<file path="config.mk">
export PLATFORM = sky130hd
export DESIGN_NAME = data_wb_bridge
export DESIGN_NICKNAME = d
export VERILOG_FILES = /design/src/rtl/data_wb_bridge.sv
export SDC_FILE = /design/constraint.sdc
export NUM_CORES = 1
export LEC_CHECK = 0
export ABC_AREA = 0
export ABC_CLOCK_PERIOD_IN_PS = 4330
export CAP_MARGIN = 20
export CORE_ASPECT_RATIO = 2
export CORE_UTILIZATION = 40
export CTS_BUF_LIST = sky130_fd_sc_hd__clkbuf_2 sky130_fd_sc_hd__clkbuf_4 sky130_fd_sc_hd__clkbuf_8
export CTS_CLUSTER_DIAMETER = 150
export DETAILED_ROUTE_END_ITERATION = 12
export HOLD_SLACK_MARGIN = 0.08
export PLACE_DENSITY = 0.72
export SYNTH_ARGS = -nofsm -noshare
export SYNTH_HDL_FRONTEND = slang
export SYNTH_SLANG_ARGS = --single-unit
</file>
<file path="constraint.sdc">
create_clock -name sys_clk -period 4.33 [get_ports sys_clk]
set_input_delay 0.6495 -clock sys_clk [delete_from_list [all_inputs] [get_ports sys_clk]]
set_output_delay 0.6495 -clock sys_clk [all_outputs]
set_load 0.02 [all_outputs]
</file>
<file path="src/rtl/data_wb_bridge.sv">
// Core data port to pipelined Wishbone B4 master bridge.
// Handles byte-lane steering, alignment checks, bus timeout and read-data alignment.
module data_wb_bridge #(
    parameter int TIMEOUT_CYCLES = 64,
    parameter int TO_W           = 7
) (
    input  logic        sys_clk,
    input  logic        sys_rst,
    input  logic        cpu_stb_in,
    input  logic        cpu_we_in,
    input  logic [1:0]  cpu_be_in,
    input  logic [31:0] cpu_addr_in,
    input  logic [31:0] cpu_data_in,
    output logic [31:0] cpu_data_out,
    output logic        cpu_ack_out,
    output logic        cpu_err_out,
    output logic        wb_cyc_o,
    output logic        wb_stb_o,
    output logic        wb_we_o,
    output logic [3:0]  wb_sel_o,
    output logic [31:0] wb_adr_o,
    output logic [31:0] wb_dat_o,
    input  logic [31:0] wb_dat_i,
    input  logic        wb_ack_i,
    input  logic        wb_err_i,
    input  logic        wb_stall_i
);

    typedef enum logic [1:0] {IDLE, REQ, WAIT, RESP} state_t;

    state_t      state_q;
    logic        we_q;
    logic [1:0]  be_q;
    logic [31:0] addr_q;
    logic [31:0] wdat_q;
    logic [3:0]  sel_q;
    logic [TO_W-1:0] cnt_q;
    logic        wb_cyc_q;
    logic        wb_stb_q;
    logic        cpu_ack_q;
    logic        cpu_err_q;
    logic [31:0] cpu_data_q;

    logic        misaligned;
    logic        busDone;
    logic        timeoutHit;
    logic [31:0] readData;

    function automatic logic [3:0] laneSel(input logic [1:0] be, input logic [1:0] o);
        case (be)
            2'b00:   laneSel = 4'b0001 << o;
            2'b01:   laneSel = 4'b0011 << {o[1], 1'b0};
            default: laneSel = 4'b1111;
        endcase
    endfunction

    function automatic logic [31:0] laneData(input logic [31:0] d, input logic [1:0] be);
        case (be)
            2'b00:   laneData = {4{d[7:0]}};
            2'b01:   laneData = {2{d[15:0]}};
            default: laneData = d;
        endcase
    endfunction

    function automatic logic [31:0] alignRead(input logic [31:0] d, input logic [1:0] be,
                                              input logic [1:0] o);
        logic [31:0] sh;
        sh = d >> {o, 3'b000};
        case (be)
            2'b00:   alignRead = {24'h0, sh[7:0]};
            2'b01:   alignRead = {16'h0, sh[15:0]};
            default: alignRead = sh;
        endcase
    endfunction

    assign misaligned = (cpu_be_in == 2'b11)
                     || ((cpu_be_in == 2'b01) && cpu_addr_in[0])
                     || ((cpu_be_in == 2'b10) && (cpu_addr_in[1:0] != 2'b00));
    assign busDone    = wb_ack_i || wb_err_i;
    assign timeoutHit = (cnt_q == TO_W'(TIMEOUT_CYCLES - 1));
    assign readData   = alignRead(wb_dat_i, be_q, addr_q[1:0]);

    // A termination reports an error unless it is a clean ack; data only survives a clean ack.
    always_ff @(posedge sys_clk or posedge sys_rst) begin
        if (sys_rst) begin
            state_q    <= IDLE;
            we_q       <= 1'b0;
            be_q       <= 2'b00;
            addr_q     <= '0;
            wdat_q     <= '0;
            sel_q      <= '0;
            cnt_q      <= '0;
            wb_cyc_q   <= 1'b0;
            wb_stb_q   <= 1'b0;
            cpu_ack_q  <= 1'b0;
            cpu_err_q  <= 1'b0;
            cpu_data_q <= '0;
        end else begin
            case (state_q)
                IDLE: begin
                    if (cpu_stb_in) begin
                        we_q   <= cpu_we_in;
                        be_q   <= cpu_be_in;
                        addr_q <= cpu_addr_in;
                        wdat_q <= laneData(cpu_data_in, cpu_be_in);
                        sel_q  <= laneSel(cpu_be_in, cpu_addr_in[1:0]);
                        if (misaligned) begin
                            state_q    <= RESP;
                            cpu_ack_q  <= 1'b1;
                            cpu_err_q  <= 1'b1;
                            cpu_data_q <= '0;
                        end else begin
                            state_q  <= REQ;
                            wb_cyc_q <= 1'b1;
                            wb_stb_q <= 1'b1;
                            cnt_q    <= '0;
                        end
                    end
                end
                REQ: begin
                    if (!wb_stall_i) begin
                        wb_stb_q <= 1'b0;
                        if (busDone) begin
                            state_q    <= RESP;
                            wb_cyc_q   <= 1'b0;
                            cpu_ack_q  <= 1'b1;
                            cpu_err_q  <= wb_err_i;
                            cpu_data_q <= wb_err_i ? 32'h0 : readData;
                        end else begin
                            state_q <= WAIT;
                        end
                    end
                end
                WAIT: begin
                    if (busDone || timeoutHit) begin
                        state_q    <= RESP;
                        wb_cyc_q   <= 1'b0;
                        cpu_ack_q  <= 1'b1;
                        cpu_err_q  <= wb_err_i || !wb_ack_i;
                        cpu_data_q <= (wb_ack_i && !wb_err_i) ? readData : 32'h0;
                    end else begin
                        cnt_q <= cnt_q + TO_W'(1);
                    end
                end
                RESP: begin
                    state_q    <= IDLE;
                    cpu_ack_q  <= 1'b0;
                    cpu_err_q  <= 1'b0;
                    cpu_data_q <= '0;
                end
                default: state_q <= IDLE;
            endcase
        end
    end

    assign cpu_ack_out  = cpu_ack_q;
    assign cpu_err_out  = cpu_err_q;
    assign cpu_data_out = cpu_data_q;
    assign wb_cyc_o     = wb_cyc_q;
    assign wb_stb_o     = wb_stb_q;
    assign wb_we_o      = wb_cyc_q & we_q;
    assign wb_sel_o     = wb_cyc_q ? sel_q : 4'b0000;
    assign wb_adr_o     = wb_cyc_q ? {addr_q[31:2], 2'b00} : 32'h0;
    assign wb_dat_o     = (wb_cyc_q & we_q) ? wdat_q : 32'h0;

endmodule

</file>
==> flow_metrics.py <==
metrics = {
    "placement": {
        "gp_congestion": 0.835,
        "placed_cells": 952,
        "io_buffers": 207,
        "dpl_cell_area_um2": 8390,
        "post-dp-hpwl_mm": 13.3,
    },
    "critical_path": {
        "path_depth": 3,
        "crit_path_cell_trace": "buf_4 > and3_1 > clkdlybuf4s50_1",
        "r2r_slack_ns": 1.50,
        "cp.arrival_ns": 2.46,
        "crit_fanout": 42,
        "crit_required_ns": 3.68,
        "critical_path_class": "reg -> out",
        "path_delay_family": "buffers and inverters",
        "critPathLaunchType": "flip-flop",
        "cpPeakStageDelay_ns": 0.73,
        "cp_num_buf_inv": 2,
        "end_kind": "output pin",
        "reg2reg_depth": 7,
        "crit_path_top_delay_cell": "dfrtp_1",
    },
    "yosys": {
        "yosysUniqueCellTypes": 45,
        "synthCells": 580,
        "synth_edf_count": 0,
        "synth_warnings": 0,
        "yosysSeqAreaShare_pct": 46.8,
        "syn_area_um2": 6210,
        "ys_seq_elements": 116,
        "avgSynthCellArea_um2": 10.7,
        "ys.flop_type": "dfrtp_1",
        "postSynth.asyncResetShare_pct": 100,
    },
    "cells_and_area": {
        "syn2layout_area_growth_pct": 42.7,
        "diodes": 0,
        "drive_gt1_share_pct": 14.4,
        "final_nets": 885,
        "final_area_um2": 8860,
        "fin_cells": 983,
        "fillers": 1322,
    },
    "timing": {
        "period_share_pct": 71.8,
        "fin_crit_ns": 3.11,
        "slew_violations": 0,
        "fmax_mhz": 322,
        "rsz0062_at_grt": "false",
        "fin_skew_ns": 0.0160,
        "hold_viol": 0,
        "final.setup.tns_ns": 0,
        "setup_violations": 0,
        "worst_pin_slew_ns": 0.980,
        "max_slew_margin_pct": 34.7,
    },
    "clock_network": {
        "clk_latency_ns": 0.43,
        "cts_setup_buffers": 0,
        "root_buffer": "clkbuf_8",
        "cts.htree.levels": 4,
        "cts_hold_buffers": 0,
        "clock_sinks": 116,
        "cts_resized": 0,
        "numCtsBuffers": 17,
        "tritoncts": "done",
        "clk_pin_slew_ns": 0.08,
        "clock_path_buffers": 2,
    },
    "grt": {
        "grt_overflow_total": 0,
        "use_met1_pct": 23.1,
        "track_usage_pct": 22.7,
        "grt_pass1_wl_mm": 28.1,
        "use_met2_pct": 43.9,
        "antenna_found_initial": 0,
        "grt.busiest_layer": "met2",
        "grt_pass1_vias": 5354,
        "globalRouteMet3Util_pct": 4.56,
        "grt_max_degree": 78,
    },
    "routing": {
        "route.detailed.drc": 0,
        "ant_nets": 0,
        "drt_first_pass_iters": 5,
        "wl_per_cell_um": 18.3,
        "vias": 5132,
        "viasPerCell": 5.22,
        "first_iter_violations": 189,
        "routed_wl_mm": 18.0,
    },
    "pwr": {
        "power.density_nw_per_um2": 650,
        "power.total_uw": 5760,
        "ir_worst_vdd_mv": 0.494,
        "power.leakage_uw": 0.00398,
    },
    "die": {
        "fp-row-count": 64,
        "fp.dieArea_um2": 16100,
        "core_area_um2": 15200,
        "die_width_um": 90.1,
        "floorplan.die.height_um": 178,
        "start_util_pct": 40.8,
        "ios": 210,
    },
    "min_path": {
        "hp-class": "reg -> reg",
        "holdPathStages": 2,
    },
    "run_status": {
        "outcome": "completed",
    },
    "flow_run": {
        "max_cap_viol_count": 0,
    },
}
## worst reg2reg max path, stage by stage, from the launching register on
cell,delay (ns)
dfrtp_1,0.43
inv_1,0.11
ha_1,0.34
inv_1,0.21
a2bb2oi_2,0.29
o2111a_2,0.84
buf_4,0.29
mux2i_1,0.22
## state kept, by name, summed over array words and instances (netlist names)
signal        flops
addr_q           32
cpu_data_out     32
wdat_q           32
cnt_q             7
sel_q             4
be_q              2
state_q           2
cpu_ack_out       1
cpu_err_out       1
wb_cyc_o          1
wb_stb_o          1
we_q              1
## metal layers
layer | share of wire, % | up-vias | routed length [um]
met4 | 2.6 | 0 | 464
met3 | 4.5 | 28 | 803
li1 | - | 2416 | -
met2 | 57 | 176 | 10300
met5 | 0 | - | 0
met1 | 35 | 2512 | 6380
## cells by family (layout without fill, tap and decap cells)
logic type | count (synthesis) | count (layout) | synth area share [%]
buf+inv | 68 | 272 | 5.22
compound gates | 102 | 102 | 11.1
simple gates | 169 | 169 | 14.6
mux | 118 | 118 | 21.0
flops | 116 | 116 | 46.8
other cells | 1 | 2 | 0.0604
fa+ha+maj | 6 | 6 | 1.21
## cell usage in the layout, fill, tap and decap left out, types with 2 or more instances in the layout
master / netlist / final
o21ai_0: 32 / 32
a211o_1: 6 / 6
o2111ai_1: 2 / 2
or2_2: 3 / 3
o211ai_1: 3 / 3
a211oi_1: 17 / 17
clkdlybuf4s50_1: 0 / 207
and3_1: 40 / 40
o21a_1: 2 / 2
conb_1: 1 / 2
clkinv_2: 0 / 2
nand2b_1: 4 / 4
mux2_4: 13 / 13
mux2i_1: 59 / 59
and2_1: 37 / 37
clkbuf_8: 0 / 20
bufinv_16: 0 / 5
nor2_1: 21 / 21
buf_4: 2 / 8
nor2b_1: 10 / 10
nand2_1: 46 / 45
mux2_2: 46 / 46
dfrtp_1: 116 / 116
ha_1: 6 / 6
a2111oi_0: 6 / 6
o2bb2ai_1: 9 / 9
inv_1: 25 / 24
a21oi_1: 17 / 17
## final cells by class
type                            instances  area, um^2  area share, %
Inverter                               25        96.3           1.09
Tap cell                              198         248           2.80
Clock inverter                          9         176           1.99
Timing Repair Buffer                  217        2160           24.4
Clock buffer                           21         283           3.19
Sequential cell                       116        2900           32.8
Multi-Input combinational cell        397        2990           33.8
## Yosys cell counts, types with 5 or more instances
| master | instances | area (um^2) |
|---|---|---|
| mux2_4 | 13 | 195 |
| nor2b_1 | 10 | 62.6 |
| a211o_1 | 6 | 52.6 |
| a21oi_1 | 17 | 85.1 |
| buf_1 | 6 | 22.5 |
| buf_2 | 5 | 25.0 |
| and3_1 | 40 | 250 |
| and2_1 | 37 | 231 |
| ha_1 | 6 | 75.1 |
| o21ai_0 | 32 | 160 |
| clkbuf_1 | 25 | 93.8 |
| inv_1 | 25 | 93.8 |
| mux2_2 | 46 | 518 |
| nand2_1 | 46 | 173 |
| a2111oi_0 | 6 | 52.6 |
| nor2_1 | 21 | 78.8 |
| mux2i_1 | 59 | 591 |
| o2bb2ai_1 | 9 | 78.8 |
| a211oi_1 | 17 | 128 |
| dfrtp_1 | 116 | 2900 |
## path summary, 6_finish.rpt
| kind | start | to |
|---|---|---|
| max | wb_cyc_o | wb_dat_o[3] |
| min in group asynchronous | sys_rst | state_q[0] |
| min | wdat_q[28] | wdat_q[28] |
| max in group asynchronous | sys_rst | wdat_q[9] |
| max reg2reg | state_q[1] | cpu_data_out[28] |
| min reg2reg | wdat_q[28] | wdat_q[28] |
## power breakdown
group | total, uW | leakage, uW | internal, uW | switching (uW)
Combinational | 2780 | 0.00228 | 1370 | 1410
Sequential | 1820 | 0.00147 | 1500 | 317
Clock | 1170 | 0.000231 | 731 | 438
## through the flow
step	hold slack, ns	util [%]	worst slack, ns
5_1_grt	0.504	58.2	1.03
4_1_cts	0.478	58.2	1.19
3_5_place_dp	0.463	55.2	1.28
3_3_place_gp	0.457	55.2	1.44
6_report	0.473	58.2	1.22
2_1_floorplan	0.442	-	0.608
Note: power is estimated with default switching activity, not from simulation.
